File: src/rtl/rv_pkg.sv
// Shared RV32I decode definitions: ALU codes,
// opcodes, operand selects and the decoded bundle.
package rv_pkg;

  localparam logic [3:0] ALU_AND = 4'b0000;
  localparam logic [3:0] ALU_OR  = 4'b0001;
  localparam logic [3:0] ALU_XOR = 4'b0010;
  localparam logic [3:0] ALU_ADD = 4'b0011;
  localparam logic [3:0] ALU_LT  = 4'b0100;
  localparam logic [3:0] ALU_GE  = 4'b0101;
  localparam logic [3:0] ALU_EQ  = 4'b0110;
  localparam logic [3:0] ALU_NE  = 4'b0111;
  localparam logic [3:0] ALU_SLL = 4'b1000;
  localparam logic [3:0] ALU_SRL = 4'b1001;
  localparam logic [3:0] ALU_SRA = 4'b1010;
  localparam logic [3:0] ALU_LTU = 4'b1011;
  localparam logic [3:0] ALU_GEU = 4'b1100;

  localparam logic [6:0] OPC_OP     = 7'b0110011;
  localparam logic [6:0] OPC_OPIMM  = 7'b0010011;
  localparam logic [6:0] OPC_LOAD   = 7'b0000011;
  localparam logic [6:0] OPC_STORE  = 7'b0100011;
  localparam logic [6:0] OPC_BRANCH = 7'b1100011;
  localparam logic [6:0] OPC_LUI    = 7'b0110111;
  localparam logic [6:0] OPC_AUIPC  = 7'b0010111;
  localparam logic [6:0] OPC_JAL    = 7'b1101111;
  localparam logic [6:0] OPC_JALR   = 7'b1100111;

  localparam logic [6:0] F7_BASE = 7'b0000000;
  localparam logic [6:0] F7_ALT  = 7'b0100000;

  typedef enum logic [1:0] {
    SRC_A_RS1  = 2'd0,
    SRC_A_PC   = 2'd1,
    SRC_A_ZERO = 2'd2
  } src_a_e;

  typedef enum logic {
    SRC_B_RS2 = 1'b0,
    SRC_B_IMM = 1'b1
  } src_b_e;

  typedef enum logic [2:0] {
    IMM_NONE,
    IMM_I,
    IMM_S,
    IMM_B,
    IMM_U,
    IMM_J,
    IMM_SHAMT,
    IMM_FOUR
  } imm_sel_e;

  typedef struct packed {
    logic [3:0]  alu_op;
    logic        a_n;
    logic        b_n;
    src_a_e      src_a;
    src_b_e      src_b;
    logic [31:0] imm;
    logic [4:0]  rd;
    logic [4:0]  rs1;
    logic [4:0]  rs2;
    logic        reg_wr;
    logic        mem_rd;
    logic        mem_wr;
    logic        is_branch;
    logic        is_jump;
    logic        illegal;
    logic [31:0] pc;
  } dec_t;

  // OP / OP-IMM funct3 to ALU code (SRA chosen by funct7)
  function automatic logic [3:0] alu_of_f3(
    input logic [2:0] f3
  );
    logic [3:0] r;
    unique case (f3)
      3'b000:  r = ALU_ADD;
      3'b001:  r = ALU_SLL;
      3'b010:  r = ALU_LT;
      3'b011:  r = ALU_LTU;
      3'b100:  r = ALU_XOR;
      3'b101:  r = ALU_SRL;
      3'b110:  r = ALU_OR;
      default: r = ALU_AND;
    endcase
    return r;
  endfunction

endpackage

File: src/rtl/rv_imm_gen.sv
// Immediate extraction for the RV32I formats,
// plus zero-extended shamt and the constant 4.
module rv_imm_gen
  import rv_pkg::*;
(
  input  logic [31:7] ins_i,
  input  imm_sel_e    sel_i,
  output logic [31:0] imm_o
);

  // format mux, defaulting to zero
  always_comb begin
    imm_o = '0;
    case (sel_i)
      IMM_NONE:  imm_o = '0;
      IMM_I:     imm_o = {{20{ins_i[31]}},
                          ins_i[31:20]};
      IMM_S:     imm_o = {{20{ins_i[31]}},
                          ins_i[31:25],
                          ins_i[11:7]};
      IMM_B:     imm_o = {{19{ins_i[31]}},
                          ins_i[31], ins_i[7],
                          ins_i[30:25],
                          ins_i[11:8], 1'b0};
      IMM_U:     imm_o = {ins_i[31:12], 12'b0};
      IMM_J:     imm_o = {{11{ins_i[31]}},
                          ins_i[31],
                          ins_i[19:12],
                          ins_i[20],
                          ins_i[30:21], 1'b0};
      IMM_SHAMT: imm_o = {27'b0, ins_i[24:20]};
      IMM_FOUR:  imm_o = 32'd4;
    endcase
  end

endmodule

File: src/rtl/alu_ctrl_decoder.sv
// RV32I to ALU-control decoder with a 2-entry
// skid buffer between fetch and execute.
module alu_ctrl_decoder
  import rv_pkg::*;
#(
  parameter int XLEN  = 32,
  parameter int DEPTH = 2
) (
  input  logic            clk,
  input  logic            rst_n,
  input  logic            in_valid,
  output logic            in_ready,
  input  logic [31:0]     instr,
  input  logic [XLEN-1:0] pc,
  output logic            out_valid,
  input  logic            out_ready,
  output logic [3:0]      alu_op,
  output logic            a_n,
  output logic            b_n,
  output logic [1:0]      src_a_sel,
  output logic            src_b_sel,
  output logic [XLEN-1:0] imm,
  output logic [4:0]      rd,
  output logic [4:0]      rs1,
  output logic [4:0]      rs2,
  output logic            reg_wr,
  output logic            mem_rd,
  output logic            mem_wr,
  output logic            is_branch,
  output logic            is_jump,
  output logic            illegal,
  output logic [XLEN-1:0] pc_out
);

  logic [6:0]  op;
  logic [2:0]  f3;
  logic [6:0]  f7;
  logic        slt;
  logic        ill;
  imm_sel_e    isel;
  logic [31:0] imm_w;
  dec_t        ctl;
  dec_t        dec;

  assign op  = instr[6:0];
  assign f3  = instr[14:12];
  assign f7  = instr[31:25];
  assign slt = (f3 == 3'b010) | (f3 == 3'b011);

  rv_imm_gen u_imm (
    .ins_i (instr[31:7]),
    .sel_i (isel),
    .imm_o (imm_w)
  );

  // control-field decode; illegal entries are scrubbed
  always_comb begin
    ctl        = '0;
    ctl.alu_op = ALU_ADD;
    ctl.src_a  = SRC_A_RS1;
    ctl.src_b  = SRC_B_RS2;
    ctl.rd     = instr[11:7];
    ctl.rs1    = instr[19:15];
    ctl.rs2    = instr[24:20];
    ctl.pc     = pc;
    isel       = IMM_NONE;
    ill        = 1'b0;
    unique case (op)
      OPC_OP: begin
        ctl.reg_wr = 1'b1;
        ctl.alu_op = alu_of_f3(f3);
        ctl.b_n    = slt;
        if (f7 == F7_ALT) begin
          if (f3 == 3'b000)
            ctl.b_n = 1'b1;
          else if (f3 == 3'b101)
            ctl.alu_op = ALU_SRA;
          else
            ill = 1'b1;
        end else if (f7 != F7_BASE) begin
          ill = 1'b1;
        end
      end
      OPC_OPIMM: begin
        ctl.reg_wr = 1'b1;
        ctl.src_b  = SRC_B_IMM;
        ctl.alu_op = alu_of_f3(f3);
        ctl.b_n    = slt;
        isel       = IMM_I;
        if (f3[1:0] == 2'b01) begin
          isel = IMM_SHAMT;
          if (f7 == F7_ALT && f3[2])
            ctl.alu_op = ALU_SRA;
          else if (f7 != F7_BASE)
            ill = 1'b1;
        end
      end
      OPC_LOAD: begin
        ctl.reg_wr = 1'b1;
        ctl.mem_rd = 1'b1;
        ctl.src_b  = SRC_B_IMM;
        isel       = IMM_I;
        ill = (f3 == 3'b011) | (f3[2:1] == 2'b11);
      end
      OPC_STORE: begin
        ctl.mem_wr = 1'b1;
        ctl.src_b  = SRC_B_IMM;
        isel       = IMM_S;
        ill = f3[2] | (f3[1:0] == 2'b11);
      end
      OPC_BRANCH: begin
        ctl.is_branch = 1'b1;
        ctl.b_n       = 1'b1;
        isel          = IMM_B;
        unique case (f3)
          3'b000:  ctl.alu_op = ALU_EQ;
          3'b001:  ctl.alu_op = ALU_NE;
          3'b100:  ctl.alu_op = ALU_LT;
          3'b101:  ctl.alu_op = ALU_GE;
          3'b110:  ctl.alu_op = ALU_LTU;
          3'b111:  ctl.alu_op = ALU_GEU;
          default: ill = 1'b1;
        endcase
      end
      OPC_LUI: begin
        ctl.reg_wr = 1'b1;
        ctl.src_a  = SRC_A_ZERO;
        ctl.src_b  = SRC_B_IMM;
        isel       = IMM_U;
      end
      OPC_AUIPC: begin
        ctl.reg_wr = 1'b1;
        ctl.src_a  = SRC_A_PC;
        ctl.src_b  = SRC_B_IMM;
        isel       = IMM_U;
      end
      OPC_JAL: begin
        ctl.reg_wr  = 1'b1;
        ctl.is_jump = 1'b1;
        ctl.src_a   = SRC_A_PC;
        ctl.src_b   = SRC_B_IMM;
        isel        = IMM_FOUR;
      end
      OPC_JALR: begin
        ctl.reg_wr  = 1'b1;
        ctl.is_jump = 1'b1;
        ctl.src_b   = SRC_B_IMM;
        isel        = IMM_I;
        ill         = (f3 != 3'b000);
      end
      default: ill = 1'b1;
    endcase
    if (ill) begin
      ctl.alu_op    = ALU_ADD;
      ctl.b_n       = 1'b0;
      ctl.src_a     = SRC_A_RS1;
      ctl.src_b     = SRC_B_RS2;
      ctl.reg_wr    = 1'b0;
      ctl.mem_rd    = 1'b0;
      ctl.mem_wr    = 1'b0;
      ctl.is_branch = 1'b0;
      ctl.is_jump   = 1'b0;
      isel          = IMM_NONE;
    end
    ctl.illegal = ill;
    if (ctl.rd == 5'd0)
      ctl.reg_wr = 1'b0;
  end

  // merge the immediate into the bundle
  always_comb begin
    dec     = ctl;
    dec.imm = imm_w;
  end

  dec_t       mem_q [DEPTH];
  logic       wp_q;
  logic       rp_q;
  logic [1:0] cnt_q;
  logic [1:0] cnt_d;
  logic       rdy_q;
  logic       push;
  logic       pop;
  dec_t       ob;

  assign out_valid = (cnt_q != 2'd0);
  assign in_ready  = rdy_q;
  assign push      = in_valid & rdy_q;
  assign pop       = out_valid & out_ready;

  // occupancy after this cycle's push/pop
  always_comb begin
    cnt_d = cnt_q + 2'(push) - 2'(pop);
  end

  // skid storage, pointers and registered ready
  always_ff @(posedge clk or negedge rst_n) begin
    if (!rst_n) begin
      for (int i = 0; i < DEPTH; i++)
        mem_q[i] <= '0;
      wp_q  <= 1'b0;
      rp_q  <= 1'b0;
      cnt_q <= 2'd0;
      rdy_q <= 1'b0;
    end else begin
      cnt_q <= cnt_d;
      rdy_q <= (cnt_d < 2'(DEPTH));
      if (push) begin
        mem_q[wp_q] <= dec;
        wp_q        <= ~wp_q;
      end
      if (pop)
        rp_q <= ~rp_q;
    end
  end

  // head entry, zeroed while empty
  always_comb begin
    ob = out_valid ? mem_q[rp_q] : '0;
  end

  assign alu_op    = ob.alu_op;
  assign a_n       = ob.a_n;
  assign b_n       = ob.b_n;
  assign src_a_sel = ob.src_a;
  assign src_b_sel = ob.src_b;
  assign imm       = ob.imm;
  assign rd        = ob.rd;
  assign rs1       = ob.rs1;
  assign rs2       = ob.rs2;
  assign reg_wr    = ob.reg_wr;
  assign mem_rd    = ob.mem_rd;
  assign mem_wr    = ob.mem_wr;
  assign is_branch = ob.is_branch;
  assign is_jump   = ob.is_jump;
  assign illegal   = ob.illegal;
  assign pc_out    = ob.pc;

endmodule

File: config.mk
export PLATFORM = sky130hd
export DESIGN_NAME = alu_ctrl_decoder
export DESIGN_NICKNAME = d
export VERILOG_FILES = /design/src/rtl/rv_pkg.sv /design/src/rtl/rv_imm_gen.sv /design/src/rtl/alu_ctrl_decoder.sv
export SDC_FILE = /design/constraint.sdc
export NUM_CORES = 1
export LEC_CHECK = 0
export CORE_MARGIN = 5
export CORE_UTILIZATION = 35
export DETAILED_ROUTE_END_ITERATION = 10
export GPL_TIMING_DRIVEN = 0
export PLACE_DENSITY = 0.54
export SLEW_MARGIN = 10
export SYNTH_ARGS = -nofsm -noshare
export SYNTH_HDL_FRONTEND = slang
export SYNTH_SLANG_ARGS = --single-unit
File: constraint.sdc
create_clock -name clk -period 4.6 [get_ports clk]
set_input_delay 0.69 -clock clk [delete_from_list [all_inputs] [get_ports clk]]
set_output_delay 0.69 -clock clk [all_outputs]
set_load 0.03 [all_outputs]
==> flow_metrics.py, run 1 <==
metrics = {
    "outcome": {
        "run_status": "completed",
    },
    "timing": {
        "timing.final.crit_share_pct": 92.0,
        "fmax_ghz": 0.236,
        "hold_viol": 0,
        "fin_crit_ns": 4.23,
        "setup_slack_ns": 0.370,
        "drv_slew": 0,
        "fin_setup_tns_ns": 0,
        "worst_pin_slew_ns": 0.914,
        "finalSetupViolCount": 0,
        "skew_ns": 0.0115,
        "maxSlewHeadroom_pct": 39.1,
        "rsz0062_at_grt": "no",
    },
    "yosys": {
        "synth_nets": 1140,
        "async_flop_share_pct": 100,
        "synth_area_leaders": "dfrtp_1 52%, nand2_1 16%, mux2i_1 10%",
        "synth-edff-count": 0,
        "synth_flop_cell": "dfrtp_1",
        "ys_types": 46,
        "synth_top_area_share_pct": 52.0,
        "netlist_area_sq_um": 9190,
        "yosysWarningCount": 0,
        "yosysTopAreaCell": "dfrtp_1",
        "syn_avg_cell_area_sq_um": 8.59,
        "ys_seq_elements": 191,
        "yosysSeqAreaShare_pct": 52.0,
        "syn-instance-count": 1070,
    },
    "setup_path": {
        "critical_path.slowest_cell": "buf_1",
        "critPathCaptureType": "primary output",
        "critPathMaxFanout": 10,
        "path_buf_inv": 4,
        "crit_top_cell": "buf_1",
        "worstPathCellList": "clkbuf_1 -> buf_1 -> buf_1 -> mux2i_1 -> nor2_1 -> clkdlybuf4s50_1",
        "crit_family": "buffers and inverters",
        "cp-start-kind": "flip-flop",
        "path_class": "reg -> out",
        "worstPathRequired_ns": 3.91,
        "slowest_delay_ns": 0.76,
        "crit_arrival_ns": 3.54,
    },
    "floorplanning": {
        "core_area_sq_um": 26000,
        "die_area_sq_um": 29600,
        "die_y_microns": 172,
        "rows": 59,
        "start_util_pct": 35.4,
        "boundaryPins": 164,
        "dieWidth_microns": 172,
    },
    "global_route": {
        "overflow": 0,
        "grt_first_pass_wirelength_microns": 46900,
        "grt_start_max_net_pins": 106,
        "grt_usage_pct": 20.7,
        "antenna_found_initial": 1,
        "first_global_vias": 8087,
    },
    "routing": {
        "wl_microns": 30200,
        "drt_drc_violations_left": 0,
        "vias": 8075,
        "drtPass1Iterations": 5,
        "avgRoutedWirePerCell_microns": 18.9,
        "drt_first_iter_violations": 791,
        "drtAntennaViolNets": 0,
        "viasPerCell": 5.05,
    },
    "flow_run": {
        "drv_cap": 0,
    },
    "cts": {
        "cts.path.max_buffers": 2,
        "clkSinkCount": 191,
        "holdBufCountCts": 0,
        "post_cts_buffers": 0,
        "cts_tree": "yes",
        "clk_latency_ns": 0.44,
        "cts_resized": 0,
        "clk_pin_slew_worst_paths_ns": 0.08,
        "htreeDepth": 4,
        "numCtsBuffers": 17,
        "cts_root_buf": "clkbuf_16",
    },
    "worst_hold_path": {
        "hold_path.class": "in -> async",
    },
    "final_layout": {
        "final_cell_mix": "393 x nand2_1, 191 x dfrtp_1, 160 x clkdlybuf4s50_1, 132 x nor2_1, 95 x mux2i_1",
        "num-nets-final": 1321,
        "multi_input_area_sq_um": 4090,
        "syn2layout_area_growth_pct": 29.1,
        "layout_commonest_cell": "nand2_1",
        "num-fill-cells": 2597,
        "post-route-util_pct": 45.6,
        "drive_above_1_share_pct": 3.01,
        "seq_area_sq_um": 4780,
        "final_cells": 1600,
    },
    "power_and_ir_drop": {
        "power_density_nw_per_um2": 661,
        "total_power_mw": 7.84,
        "ir_drop_uv": 346,
        "p_leak_nw": 5.47,
    },
    "placed_design": {
        "pre_cts_ws_ns": 0.732,
        "placed_cells": 1567,
        "place.gp.congestion": 0.946,
        "dp_hpwl_microns": 21700,
        "io_buffers": 161,
    },
}
==> cell type report <==
type / count / area share, %
Timing Repair Buffer: 162 / 13.9
Tap cell: 335 / 3.53
Clock inverter: 14 / 1.42
Sequential cell: 191 / 40.3
Antenna cell: 1 / 0.0211
Clock buffer: 18 / 3.70
Multi-Input combinational cell: 796 / 34.5
Inverter: 6 / 0.190
Buffer: 77 / 2.47
==> state kept, by name (all words and copies together), names as in the netlist <==
| register | count |
|---|---|
| rp_q | 1 |
| in_ready | 1 |
| wp_q | 1 |
| mem_q | 186 |
| cnt_q | 2 |
==> final timing paths <==
check | start | slack (ns) | depth (start not counted) | end
max in group asynchronous | rst_n | 3.40 | 2 | mem_q[105]
min | rst_n | 0.25 | 1 | mem_q[138]
max reg2reg | in_ready | 2.23 | 5 | mem_q[45]
max | rp_q | 0.37 | 6 | src_b_sel
min in group clk | mem_q[31] | 0.47 | 2 | mem_q[31]
min reg2reg | mem_q[31] | 0.47 | 2 | mem_q[31]
==> report_power, final <==
group	switching [mW]	leakage [nW]	total [mW]	internal, mW
clock	0.751	0.292	1.55	0.795
sequential	0.268	2.46	2.48	2.21
combinational	2.38	2.71	3.81	1.43
total	3.40	5.47	7.84	4.43
==> layer usage <==
| layer | share of wire, % | routed length (microns) | vias to the layer above | global-route usage (%) |
|---|---|---|---|---|
| li1 | - | - | 3898 | - |
| met4 | 1.8 | 558 | 0 | 5.88 |
| met2 | 47 | 14100 | 218 | 32.7 |
| met5 | 0 | 0 | - | 0 |
| met1 | 47 | 14100 | 3920 | 29.5 |
| met3 | 4.8 | 1440 | 39 | 3.41 |
==> cell usage after synthesis (2+ instances only) <==
library cell,instances
a211oi_1,3
a21o_1,3
a21oi_1,11
a22oi_1,5
a311oi_1,22
a31oi_1,4
buf_1,11
clkbuf_1,65
dfrtp_1,191
ha_1,2
inv_1,6
mux2i_1,95
nand2_1,393
nand2b_1,7
nand3_1,3
nand3b_1,4
nor2_1,132
nor2b_1,2
nor3_1,6
nor4_1,4
o211ai_1,16
o21ai_0,49
o21ai_1,5
o31ai_1,3
or3_1,4
or4_1,2
xnor2_1,2
xor2_1,2
==> metrics by stage <==
stage	hold slack (ns)	instance area (sq um)
after floorplan	0.394	9190
after global placement	0.456	11200
after detailed placement	0.461	11200
after CTS	0.273	11900
after global routing	0.295	11900
final	0.249	11900
==> logic make-up after synthesis <==
| group | Yosys count | synth area share (%) |
|---|---|---|
| AO/OA/AOI/OAI | 130 | 9.21 |
| XOR/XNOR | 4 | 0.381 |
| AND/OR/NAND/NOR | 564 | 24.3 |
| other | 1 | 0.0408 |
| buffers and inverters | 83 | 3.43 |
| multiplexers | 95 | 10.4 |
| flip-flops | 191 | 52.0 |
| adder cells (fa/ha/maj) | 2 | 0.272 |
(Power assumes the default switching activity.)
==> run 2, diff against run 1 <==
ABC_AREA = 1   (was unset)
==> flow_metrics.py, run 2 <==
metrics = {
    "yosys": {
        "netlist_area_sq_um": 9410,
        "yosys-top-cells-count": "552 x nand2_1, 191 x dfrtp_1, 127 x o21ai_0, 101 x a21oi_1, 76 x inv_1",
        "synth_area_leaders": "dfrtp_1 51%, nand2_1 22%, o21ai_0 6.8%",
        "yosysSeqAreaShare_pct": 50.8,
        "ys_seq_elements": 191,
        "yosysTopAreaCell": "dfrtp_1",
        "syn-instance-count": 1247,
        "post-synth-top-count-cell": "nand2_1",
        "syn_avg_cell_area_sq_um": 7.54,
        "synth_top_area_share_pct": 50.8,
        "synth-edff-count": 0,
        "yosysWarningCount": 0,
        "async_flop_share_pct": 100,
        "synth_nets": 1317,
        "ys_types": 34,
        "synth_flop_cell": "dfrtp_1",
    },
    "final_layout": {
        "largest_register_ffs": 186,
        "num-nets-final": 1497,
        "layout_commonest_cell": "nand2_1",
        "antenna_cells": 0,
        "final_cell_mix": "552 x nand2_1, 191 x dfrtp_1, 159 x clkdlybuf4s50_1, 127 x o21ai_0, 101 x a21oi_1",
        "syn2layout_area_growth_pct": 28.0,
        "num-fill-cells": 2753,
        "multi_input_area_sq_um": 3980,
        "top_register": "mem_q",
        "top_regs": "mem_q: 186 flops, cnt_q: 2 flops",
        "final_cells": 1781,
        "final_cell_area_sq_um": 12000,
        "seq_area_sq_um": 4780,
        "drive_above_1_share_pct": 5.83,
    },
    "routing": {
        "vias": 8721,
        "drtPass1Iterations": 5,
        "wl_microns": 30300,
        "drt_drc_violations_left": 0,
        "drt_first_iter_violations": 731,
        "viasPerCell": 4.90,
        "avgRoutedWirePerCell_microns": 17.0,
        "drtAntennaViolNets": 0,
    },
    "setup_path": {
        "cp-start-kind": "flip-flop",
        "crit_arrival_ns": 3.44,
        "worstPathRequired_ns": 3.91,
        "path_class": "reg -> out",
        "critPathMaxFanout": 10,
        "critPathCaptureType": "primary output",
    },
    "cts": {
        "cts_root_buf": "clkbuf_16",
        "clk_latency_ns": 0.44,
        "clkSinkCount": 191,
        "htreeDepth": 4,
        "cts_resized": 0,
        "numCtsBuffers": 17,
        "cts_tree": "yes",
        "post_cts_buffers": 0,
        "cts.path.max_buffers": 2,
        "holdBufCountCts": 0,
        "clk_pin_slew_worst_paths_ns": 0.08,
    },
    "timing": {
        "worst_pin_slew_ns": 1.01,
        "finalSetupViolCount": 0,
        "rsz0062_at_grt": "no",
        "hold_viol": 0,
        "setup_slack_ns": 0.466,
        "drv_slew": 0,
        "timing.final.crit_share_pct": 89.9,
        "skew_ns": 0.0129,
        "fin_crit_ns": 4.13,
        "fmax_ghz": 0.242,
        "maxSlewHeadroom_pct": 32.9,
    },
    "global_route": {
        "antenna_found_initial": 0,
        "first_global_vias": 8675,
        "grt_first_pass_wirelength_microns": 48800,
        "overflow": 0,
        "grt_usage_pct": 20.2,
        "grt_start_max_net_pins": 107,
    },
    "power_and_ir_drop": {
        "pwr-share-clk_pct": 20.7,
        "combPwrFrac_pct": 45.8,
        "p_sw_mw": 3.12,
        "switching_share_pct": 44.3,
        "p_int_mw": 3.92,
        "p_leak_nw": 5.76,
        "ir_drop_uv": 249,
        "seq_power_share_pct": 33.5,
        "power_density_nw_per_um2": 585,
    },
    "floorplanning": {
        "die_y_microns": 174,
        "boundaryPins": 164,
        "start_util_pct": 35.2,
        "die_area_sq_um": 30300,
        "dieWidth_microns": 174,
        "rows": 60,
        "core_area_sq_um": 26700,
    },
    "flow_run": {
        "drv_cap": 0,
    },
    "placed_design": {
        "io_buffers": 160,
        "place.gp.congestion": 0.898,
        "pre_cts_ws_ns": 0.930,
        "dp_hpwl_microns": 21800,
        "placed_cells": 1749,
        "place_area_sq_um": 11500,
    },
    "outcome": {
        "run_status": "completed",
    },
    "worst_hold_path": {
        "hold_path.class": "in -> async",
    },
}
[run 2: changes by cell type in the layout (fill, tap and decap cells not counted), moves of 9 or more]
cell	previous run	this run
o21ai_1	5	16
o21ai_0	49	127
a21oi_1	11	101
a311oi_1	22	0
nor2_1	132	24
nand3_1	3	12
nand2_1	393	552
mux2i_1	95	0
inv_1	6	76
o211ai_1	16	2
nand3_2	0	21
[run 2: power by group through the flow]
| stage | registers, mW | clock network, mW | logic (mW) |
|---|---|---|---|
| after floorplan | 2.34 | 0 | 1.92 |
| after global placement | 2.38 | 0 | 3.23 |
| after detailed placement | 2.38 | 0 | 3.25 |
| after CTS | 2.36 | 1.50 | 3.26 |
| after global routing | 2.42 | 1.56 | 3.52 |
| final | 2.36 | 1.46 | 3.22 |
[run 2: worst paths after layout]
kind / depth (start not counted) / endpoint / slack [ns] / from
max in group asynchronous: 2 / mem_q[134] / 3.35 / rst_n
worst max-delay path: 7 / imm[1] / 0.47 / rp_q
min in group clk: 2 / mem_q[34] / 0.48 / mem_q[34]
worst min register to register: 2 / mem_q[34] / 0.48 / mem_q[34]
worst min-delay path: 1 / mem_q[5] / 0.25 / rst_n
worst max register to register: 6 / mem_q[136] / 2.38 / in_ready
[run 2: per-layer routing]
metal / GRT usage [%] / routed length [microns] / share of wire, %
met1: 29.2 / 14300 / 47
met2: 32.1 / 14100 / 46
met3: 3.09 / 1430 / 4.7
met4: 4.98 / 470 / 1.6
met5: 0 / 0 / 0
[run 2: critical path, cell delays in order, from the launching register on]
cell and delay, ns:
dfrtp_1 0.37, clkbuf_1 0.23, inv_1 0.13, clkbuf_1 0.67
clkbuf_1 0.45, nand2_1 0.10, a21oi_1 0.31, clkdlybuf4s50_1 0.74
[run 2: layout make-up]
cell class	instances	area share, %
sequential	191	39.7
multi-input combinational	894	33.0
clock inverter	14	1.22
timing repair buffer	161	13.6
tap	341	3.54
inverter	80	2.49
buffer	82	2.92
clock buffer	18	3.56
[run 2: kinds of logic (layout without fill, tap and decap cells)]
| group | count (synthesis) | in the layout | synth area share, % |
|---|---|---|---|
| AND/OR/NAND/NOR | 637 | 637 | 28.2 |
| AO/OA/AOI/OAI | 251 | 251 | 13.5 |
| flip-flops | 191 | 191 | 50.8 |
| buffers and inverters | 162 | 355 | 6.93 |
| XOR/XNOR | 3 | 3 | 0.279 |
| adder cells (fa/ha/maj) | 2 | 2 | 0.266 |
| other | 1 | 1 | 0.0399 |
[run 2: stage by stage]
| step | hold slack (ns) | power (mW) | TNS, ns | util [%] |
|---|---|---|---|---|
| floorplan | 0.394 | 4.26 | 0 | - |
| global placement | 0.461 | 5.61 | -1068.30 | 42.8 |
| detailed placement | 0.465 | 5.63 | 0 | 42.9 |
| CTS | 0.273 | 7.11 | 0 | 45.1 |
| global route | 0.296 | 7.50 | 0 | 45.1 |
| finish | 0.254 | 7.04 | 0 | 45.1 |
